==> config.mk <==
export PLATFORM = sky130hd
export DESIGN_NAME = pipe_stage_reg
export DESIGN_NICKNAME = d
export VERILOG_FILES = /design/src/rtl/pipe_stage_reg.sv
export SDC_FILE = /design/constraint.sdc
export NUM_CORES = 1
export LEC_CHECK = 0
export CORE_MARGIN = 10
export CORE_UTILIZATION = 35
export DETAILED_ROUTE_END_ITERATION = 6
export PLACE_DENSITY = 0.64
export SLEW_MARGIN = 5
export SYNTH_ARGS = -nofsm -noshare
export SYNTH_HDL_FRONTEND = slang
export SYNTH_SLANG_ARGS = --single-unit
==> constraint.sdc <==
create_clock -name CLK -period 6.9 [get_ports CLK]
set_input_delay 1.38 -clock CLK [delete_from_list [all_inputs] [get_ports CLK]]
set_output_delay 1.38 -clock CLK [all_outputs]
set_load 0.02 [all_outputs]
==> src/rtl/pipe_stage_reg.sv <==
// Reusable pipeline-stage register: valid/ready handshake with a one-entry
// skid buffer, priority flush, occupancy report and saturating stall counter.
module pipe_stage_reg #(
    parameter int unsigned      WIDTH     = 32,
    parameter int unsigned      CNT_W     = 16,
    parameter logic [WIDTH-1:0] RESET_VAL = '0
) (
    input  logic             CLK,
    input  logic             RST,
    input  logic             flush,
    input  logic             in_valid,
    input  logic [WIDTH-1:0] in_data,
    output logic             in_ready,
    output logic             out_valid,
    output logic [WIDTH-1:0] out_data,
    input  logic             out_ready,
    output logic [1:0]       occupancy,
    input  logic             clr_stats,
    output logic [CNT_W-1:0] stall_cnt
);

    typedef enum logic [1:0] {
        EMPTY = 2'd0,
        FULL  = 2'd1,
        SKID  = 2'd2
    } state_e;

    localparam logic [CNT_W-1:0] CNT_MAX = '1;

    state_e           state_q, state_d;
    logic [WIDTH-1:0] main_q, main_d;
    logic [WIDTH-1:0] skid_q, skid_d;
    logic             out_valid_q;
    logic             in_ready_q;
    logic [1:0]       occ_q;
    logic [CNT_W-1:0] stall_q, stall_d;
    logic             accept;
    logic             consume;

    // Handshake qualifiers use only registered flags, so in_ready never
    // depends combinationally on in_valid or out_ready.
    assign accept  = in_valid & in_ready_q;
    assign consume = out_valid_q & out_ready;

    always_comb begin
        state_d = state_q;
        main_d  = main_q;
        skid_d  = skid_q;
        if (flush) begin
            state_d = EMPTY;
            main_d  = RESET_VAL;
            skid_d  = RESET_VAL;
        end else begin
            unique case (state_q)
                EMPTY: begin
                    if (accept) begin
                        state_d = FULL;
                        main_d  = in_data;
                    end
                end
                FULL: begin
                    if (consume && accept) begin
                        main_d = in_data;
                    end else if (consume) begin
                        state_d = EMPTY;
                        main_d  = RESET_VAL;
                    end else if (accept) begin
                        state_d = SKID;
                        skid_d  = in_data;
                    end
                end
                SKID: begin
                    if (consume) begin
                        state_d = FULL;
                        main_d  = skid_q;
                        skid_d  = RESET_VAL;
                    end
                end
                default: begin
                    state_d = EMPTY;
                    main_d  = RESET_VAL;
                    skid_d  = RESET_VAL;
                end
            endcase
        end
    end

    always_ff @(posedge CLK or posedge RST) begin
        if (RST) begin
            state_q     <= EMPTY;
            main_q      <= RESET_VAL;
            skid_q      <= RESET_VAL;
            out_valid_q <= 1'b0;
            in_ready_q  <= 1'b1;
            occ_q       <= 2'd0;
        end else begin
            state_q     <= state_d;
            main_q      <= main_d;
            skid_q      <= skid_d;
            out_valid_q <= (state_d != EMPTY);
            in_ready_q  <= (state_d != SKID);
            occ_q       <= (state_d == SKID) ? 2'd2 :
                           (state_d == FULL) ? 2'd1 : 2'd0;
        end
    end

    always_comb begin
        stall_d = stall_q;
        if (clr_stats) begin
            stall_d = '0;
        end else if (out_valid_q && !out_ready && (stall_q != CNT_MAX)) begin
            stall_d = stall_q + 1'b1;
        end
    end

    always_ff @(posedge CLK or posedge RST) begin
        if (RST) begin
            stall_q <= '0;
        end else begin
            stall_q <= stall_d;
        end
    end

    assign out_valid = out_valid_q;
    assign in_ready  = in_ready_q;
    assign out_data  = main_q;
    assign occupancy = occ_q;
    assign stall_cnt = stall_q;

endmodule

Word level (Yosys, flattened, before mapping)
Index checks and enable logic that the tools add are counted.

Output and inout bits: 52. Logic and storage cells: 53. Register bits after elaboration: 86. Bits of input ports: 38.

Add/subtract/negate cells: 1. Eq/ne operators: 13. Muxes and demuxes: 21. Reduce and logical (&&, ||, !) cells: 9. Bitwise operators: 2.

Operators by type and width (count): 32-bit 2-to-1 mux (8); 32-bit case mux with 3 select lines (2); 16-bit 2-to-1 mux (2); 16-bit by 1-bit adder with 16-bit output (second input constant) (1); 16-bit != test (second input constant) (1); 3-bit != test (second input constant) (5); 2-bit 2-to-1 mux (7); 2-bit case mux with 3 select lines (1); 5-bit AND reduction (1); 2-bit by 1-bit == test with 1-bit output (second input constant) (2); 2-bit == test (second input constant) (2); 2-bit != test (second input constant) (2); 4-bit != test (second input constant) (1); 2-bit nonzero test (2); 1-bit logical AND (3); 3-bit AND reduction (1); 1-bit bitwise AND (2); 2-bit logical NOT (1); 1-bit logical NOT (1); 1-bit 2-to-1 mux (1).

Longest topological paths before layout
Gate-level depths: netlist of run 1.

Depth after elaboration: 9. Depth in mapped cells: 6. Gate-level depth less buffers: 5.

Worst setup path after synthesis of run 1
OpenSTA, ideal clock, no wires.

Kind: input-to-reg. Start: input out_ready. End: register stall_q[11], in the netlist stall_cnt[11]. Path buffers: 1. Path slack: 4307 ps. Required time: 6775 ps. Setup time: 125 ps. Arrival time: 2468 ps. Stages: 5. Cells stage by stage: nor2b_1 > nand4_1 > clkbuf_1 > nor4b_1 > mux2_2.

Cells in the longest elaborated chain, start to end: 4.

RTL lines: start: declaration (RTL line 16) `input logic out_ready,`; 1-bit logical NOT (RTL line 111) `end else if (out_valid_q && !out_ready && (stall_q != CNT_MAX)) begin`; 1-bit logical AND (2 in series) (RTL line 111); 2-bit nonzero test (no line); end signal: assignment (RTL line 120) `stall_q <= stall_d;`; end: declaration (RTL line 36) `logic [CNT_W-1:0] stall_q, stall_d;`.

No other way between the ends. A chain may end at the register's enable or synchronous reset.

Final worst setup path of run 1
Start: input out_ready. End: register stall_q[13], in the netlist stall_cnt[13].

Same word-level chain as after synthesis.

==> results of run 1 <==
placed cells by master, fill, tap and decap left out, types with 3 or more instances in the layout:
| cell | count |
|---|---|
| a22o_1 | 32 |
| buf_4 | 6 |
| mux2i_1 | 32 |
| o21ai_0 | 5 |
| inv_6 | 3 |
| dfrtp_1 | 85 |
| a211oi_1 | 3 |
| a31oi_1 | 3 |
| inv_1 | 36 |
| or3_1 | 3 |
| o31ai_1 | 4 |
| nand4_1 | 3 |
| a21o_1 | 32 |
| a21oi_1 | 15 |
| or4_1 | 5 |
| nor2b_1 | 6 |
| mux2_2 | 4 |
| clkdlybuf4s50_1 | 89 |
| o21bai_1 | 3 |
| clkbuf_16 | 9 |
| nor2_1 | 13 |
| nand3_1 | 3 |
| nand2_1 | 43 |
logic make-up (layout without fill, tap and decap cells):
family / after synthesis / in the layout / share of synthesized area, %
AO/OA/AOI/OAI: 103 / 103 / 18.9
AND/OR/NAND/NOR: 98 / 98 / 12.7
flip-flops: 86 / 86 / 52.9
buffers and inverters: 60 / 148 / 5.97
multiplexers: 36 / 36 / 8.98
adder cells (fa/ha/maj): 1 / 1 / 0.308
XOR/XNOR: 1 / 1 / 0.215
stage by stage:
stage	std cells	total power, mW	util, %	instance area, um2	hold slack (ps)
floorplan	385	0.671	-	4070	494
global placement	600	0.763	44.8	5120	459
detailed placement	600	0.767	44.8	5120	468
CTS	616	1.31	47.7	5450	485
global route	616	1.35	47.7	5450	487
finish	616	1.29	47.7	5450	482
metal layers:
layer	vias up	share of wire, %	GRT usage [%]	wire, um
met4	0	1.3	2.65	130
met1	1582	45	15.7	4640
met5	-	0	0	0
li1	1518	-	-	-
met2	86	45	19.5	4600
met3	11	8.7	5.87	893
state kept, by name, summed over array words and instances, names as in the netlist:
register,cells
out_data,32
skid_q,32
stall_cnt,16
occupancy,2
state_q,2
in_ready,1
out_valid,1
critical path, stage by stage:
cell and delay (ps):
clkdlybuf4s50_1 470, nor2b_1 230, nand4_1 360, nor4_1 420, mux2_2 380
worst min path at each step:
stage	start	slack [ps]	endpoint
floorplan	skid_q[0]	490	skid_q[0]
global placement	out_data[17]	460	out_data[17]
detailed placement	out_data[13]	470	out_data[13]
CTS	out_data[21]	480	out_data[21]
global route	out_data[23]	490	out_data[23]
finish	out_data[8]	480	out_data[8]
synth_stat cells, types with 5 or more instances:
library cell	instances
dfrtp_1	85
nand2_1	43
inv_1	37
a21o_1	32
a22o_1	32
mux2i_1	32
a21oi_1	15
clkbuf_1	14
nor2_1	14
buf_2	8
nor2b_1	6
o21ai_0	5
or4_1	5
cell type report:
class                   count  area, um2  area share (%)
flip-flops and latches     86       2150            39.5
well taps                 143        179            3.28
clock inverters             6       91.3            1.68
multi-input cells         239       1710            31.4
repair buffers             95        936            17.2
clock buffers              10        239            4.39
inverters                  37        140            2.57
power by group:
part           internal [mW]  leakage, nW  total [mW]  switching [mW]
Combinational         0.0929         1.28       0.197           0.104
Sequential             0.535         1.17       0.558          0.0231
Clock                  0.331        0.164       0.538           0.208
Total                  0.958         2.62        1.29           0.335
==> impl_metrics.yaml, run 1 <==
clocking:
  clock_sinks: 86
  cts_tree: "done"
  htreeDepth: 3
  cts-hold-fix-buffers: 0
  post_cts_buffers: 0
  cts-root-buf: "clkbuf_16"
  cts-buffers-inserted: 9
  clock_latency_ps: 340
  cts_resized: 0
  clk_pin_slew_ps: 70
  clockBufferDepth: 2
worst_setup_path:
  crit_required_ps: 7120
  crit_path_max_fanout: 11
  arrival_ps: 3240
  start_kind: "primary input"
  r2r_cells: 4
  startpoint: "out_ready"
  crit_type: "primary input to flip-flop"
  regToRegStartpoint: "out_valid"
  r2r_slack_ps: 4970
  timing.rr.end: "stall_cnt[13]"
  crit_end: "stall_cnt[13]"
  setup.worst_path.end_class: "flip-flop"
floorplanning:
  fp.dieArea_mm2: 0.0163
  rows: 39
  start_util_pct: 35.6
  io_pins: 90
  die_w_um: 128
  coreArea_mm2: 0.0114
  fp.dieH_um: 128
synthesis:
  synthesis.area_mm2: 0.00407
  ys_types: 45
  syn_inst: 385
  synth-edff-count: 0
  yosysTopAreaCellShare_pct: 52.3
  syn_avg_cell_area_um2: 10.6
  synth_area_leaders: "dfrtp_1, mux2i_1, a22o_1"
  ys.flop_type: "dfrtp_1"
  ys_async_sr_fraction_pct: 100
  ys_ff_latch: 86
  syn_nets: 424
  yosys.area.top_type: "dfrtp_1"
  yosysSeqAreaShare_pct: 52.9
  ys_warn_count: 0
worst_hold_path:
  hold_path_class: "flip-flop to flip-flop"
  whs_path_depth: 1
routing:
  wl_per_cell_um: 16.7
  dr.pass1.iters: 4
  drc_errors: 0
  num_vias: 3197
  drt-total-wl_um: 10300
  viasPerCell: 5.19
  drt_iter0_markers: 304
  postRouteAntennaNets: 0
timing:
  min_period_over_period_pct: 43.8
  hold_viol_final: 0
  max_slew_margin_pct: 26.1
  final_max_slew_viol_count: 0
  tns_ps: 0
  rsz0062_at_grt: "no"
  setup_violations: 0
  skew_ps: 6.59
  min_period_ps: 3020
  max_freq_mhz: 331
  worst_slew_pin_slew_ps: 1110
  fin_ws_ps: 3880
pwr:
  p_per_area_mw_per_mm2: 237
  peakVddDrop_mv: 0.150
  leakage_nw: 2.62
global_routing:
  grt_usage_pct: 12.6
  grt_pass1_vias: 3390
  grt_max_degree: 87
  antenna_found_initial: 0
  grt_overflow: 0
  grt_pass1_wl_um: 17100
placement:
  dp_slack_ps: 3550
  portBuffers: 89
  gp_congestion: 0.839
  hpwl_um: 6870
final_layout:
  drive_gt1_share_pct: 7.82
  n_fill_cell: 1082
  diodes: 0
  synthToLayoutAreaGrowth_pct: 33.9
  nets: 507
flow_run:
  drv_cap: 0
status:
  outcome: "finished, final reports clean"
No activity file was read; power rests on OpenSTA's default activity.
==> run 2, diff against run 1 <==
Clock period 6.9 ns to 3 ns, I/O delays scaled along.
==> impl_metrics.yaml, run 2 (synthesized netlist as in run 1, its figures left out) <==
timing:
  min_period_ps: 2330
  final_max_slew_viol_count: 0
  tns_ps: 0
  worst_slew_pin_slew_ps: 716
  max_freq_mhz: 429
  min_period_over_period_pct: 77.7
  setup_violations: 0
  fin_ws_ps: 669
  skew_ps: 7.15
  worst_hold_slack_ps: 478
  hold_viol_final: 0
  max_slew_margin_pct: 52.1
  rsz0062_at_grt: "no"
clocking:
  htreeDepth: 3
  clock_latency_ps: 330
  cts-root-buf: "clkbuf_16"
  cts_resized: 0
  cts-buffers-inserted: 9
  clk_pin_slew_ps: 70
  cts-hold-fix-buffers: 0
  cts_tree: "done"
  clockBufferDepth: 2
  clock_sinks: 86
  post_cts_buffers: 0
routing:
  viasPerCell: 5.24
  wl_per_cell_um: 17.1
  drt_iter0_markers: 329
  dr.pass1.iters: 4
  drc_errors: 0
  num_vias: 3236
  postRouteAntennaNets: 0
  drt-total-wl_um: 10500
worst_setup_path:
  crit_path_max_fanout: 11
  critical_path.slowest_cell: "clkdlybuf4s50_1"
  path_buf_inv: 1
  crit_type: "primary input to flip-flop"
  crit_required_ps: 3220
  critPathTopFamily: "simple AND/OR/NAND/NOR gates"
  setup.worst_path.end_class: "flip-flop"
  arrival_ps: 2550
  slowest_delay_ps: 490
  crit_chain: "clkdlybuf4s50_1 -> nor2b_1 -> nand4_1 -> nor4_1 -> mux2_2"
  start_kind: "primary input"
pwr:
  p_int_mw: 2.21
  p_clk_share_pct: 41.4
  peakVddDrop_mv: 0.305
  leakage_nw: 2.63
  switching_share_pct: 25.9
  p_sw_uw: 770
  p_per_area_mw_per_mm2: 543
  pwr-share-seq_pct: 43.2
  pwr-share-comb_pct: 15.4
status:
  outcome: "finished, final reports clean"
placement:
  portBuffers: 89
  hpwl_um: 7250
  dp_slack_ps: 293
  gp_congestion: 0.794
global_routing:
  grt_pass1_vias: 3386
  grt_overflow: 0
  grt_max_degree: 37
  grt_usage_pct: 13.2
  antenna_found_initial: 0
  grt_pass1_wl_um: 17800
final_layout:
  drive_gt1_share_pct: 8.21
  nets: 509
  diodes: 0
  final_common_cell: "clkdlybuf4s50_1"
  n_fill_cell: 1109
  synthToLayoutAreaGrowth_pct: 34.7
  final_cell_mix: "clkdlybuf4s50_1, dfrtp_1, nand2_1"
floorplanning:
  rows: 39
  coreArea_mm2: 0.0114
  start_util_pct: 35.6
  die_w_um: 128
  fp.dieH_um: 128
  fp.dieArea_mm2: 0.0163
  io_pins: 90
flow_run:
  drv_cap: 0
worst_hold_path:
  hold_path_class: "flip-flop to flip-flop"
run 2: layout make-up:
type                       instances  area [um2]  area share, %
sequential                        86        2150           39.3
multi-input combinational        239        1710           31.2
timing repair buffer              97         963           17.6
clock buffer                      10         239           4.36
tap                              143         179           3.27
inverter                          37         140           2.56
clock inverter                     6        93.8           1.71
run 2: metal layers:
metal	part of all wire, %	global-route usage [%]	wire length, um
met4	0.66	2.85	70
met5	0	0	0
met2	45	20.1	4770
met1	46	17.4	4850
met3	8.0	5.09	843
run 2: power groups by stage:
stage	Clock (mW)	Combinational [mW]	Sequential (mW)
after floorplan	0	0.205	1.34
after global placement	0	0.457	1.30
after detailed placement	0	0.467	1.30
after CTS	1.26	0.468	1.29
after global routing	1.31	0.502	1.29
final	1.23	0.458	1.29
run 2: worst paths after layout:
path	startpoint	endpoint	slack [ps]	cells past startpoint
worst max-delay path	out_ready	stall_cnt[13]	670	5
worst min-delay path	out_data[4]	out_data[4]	480	1
worst max register to register	state_q[1]	out_data[26]	910	5
worst min register to register	out_data[4]	out_data[4]	480	1
max in group asynchronous	RST	in_ready	1610	3
min in group asynchronous	RST	stall_cnt[0]	620	2
run 2: through the flow:
stage | utilization [%] | area [um2] | instances | power (mW)
CTS | 48.0 | 5480 | 618 | 3.01
finish | 48.0 | 5480 | 618 | 2.98
detailed placement | 45.1 | 5140 | 602 | 1.77
floorplan | - | 4070 | 385 | 1.54
global route | 48.0 | 5480 | 618 | 3.10
global placement | 45.1 | 5140 | 602 | 1.76
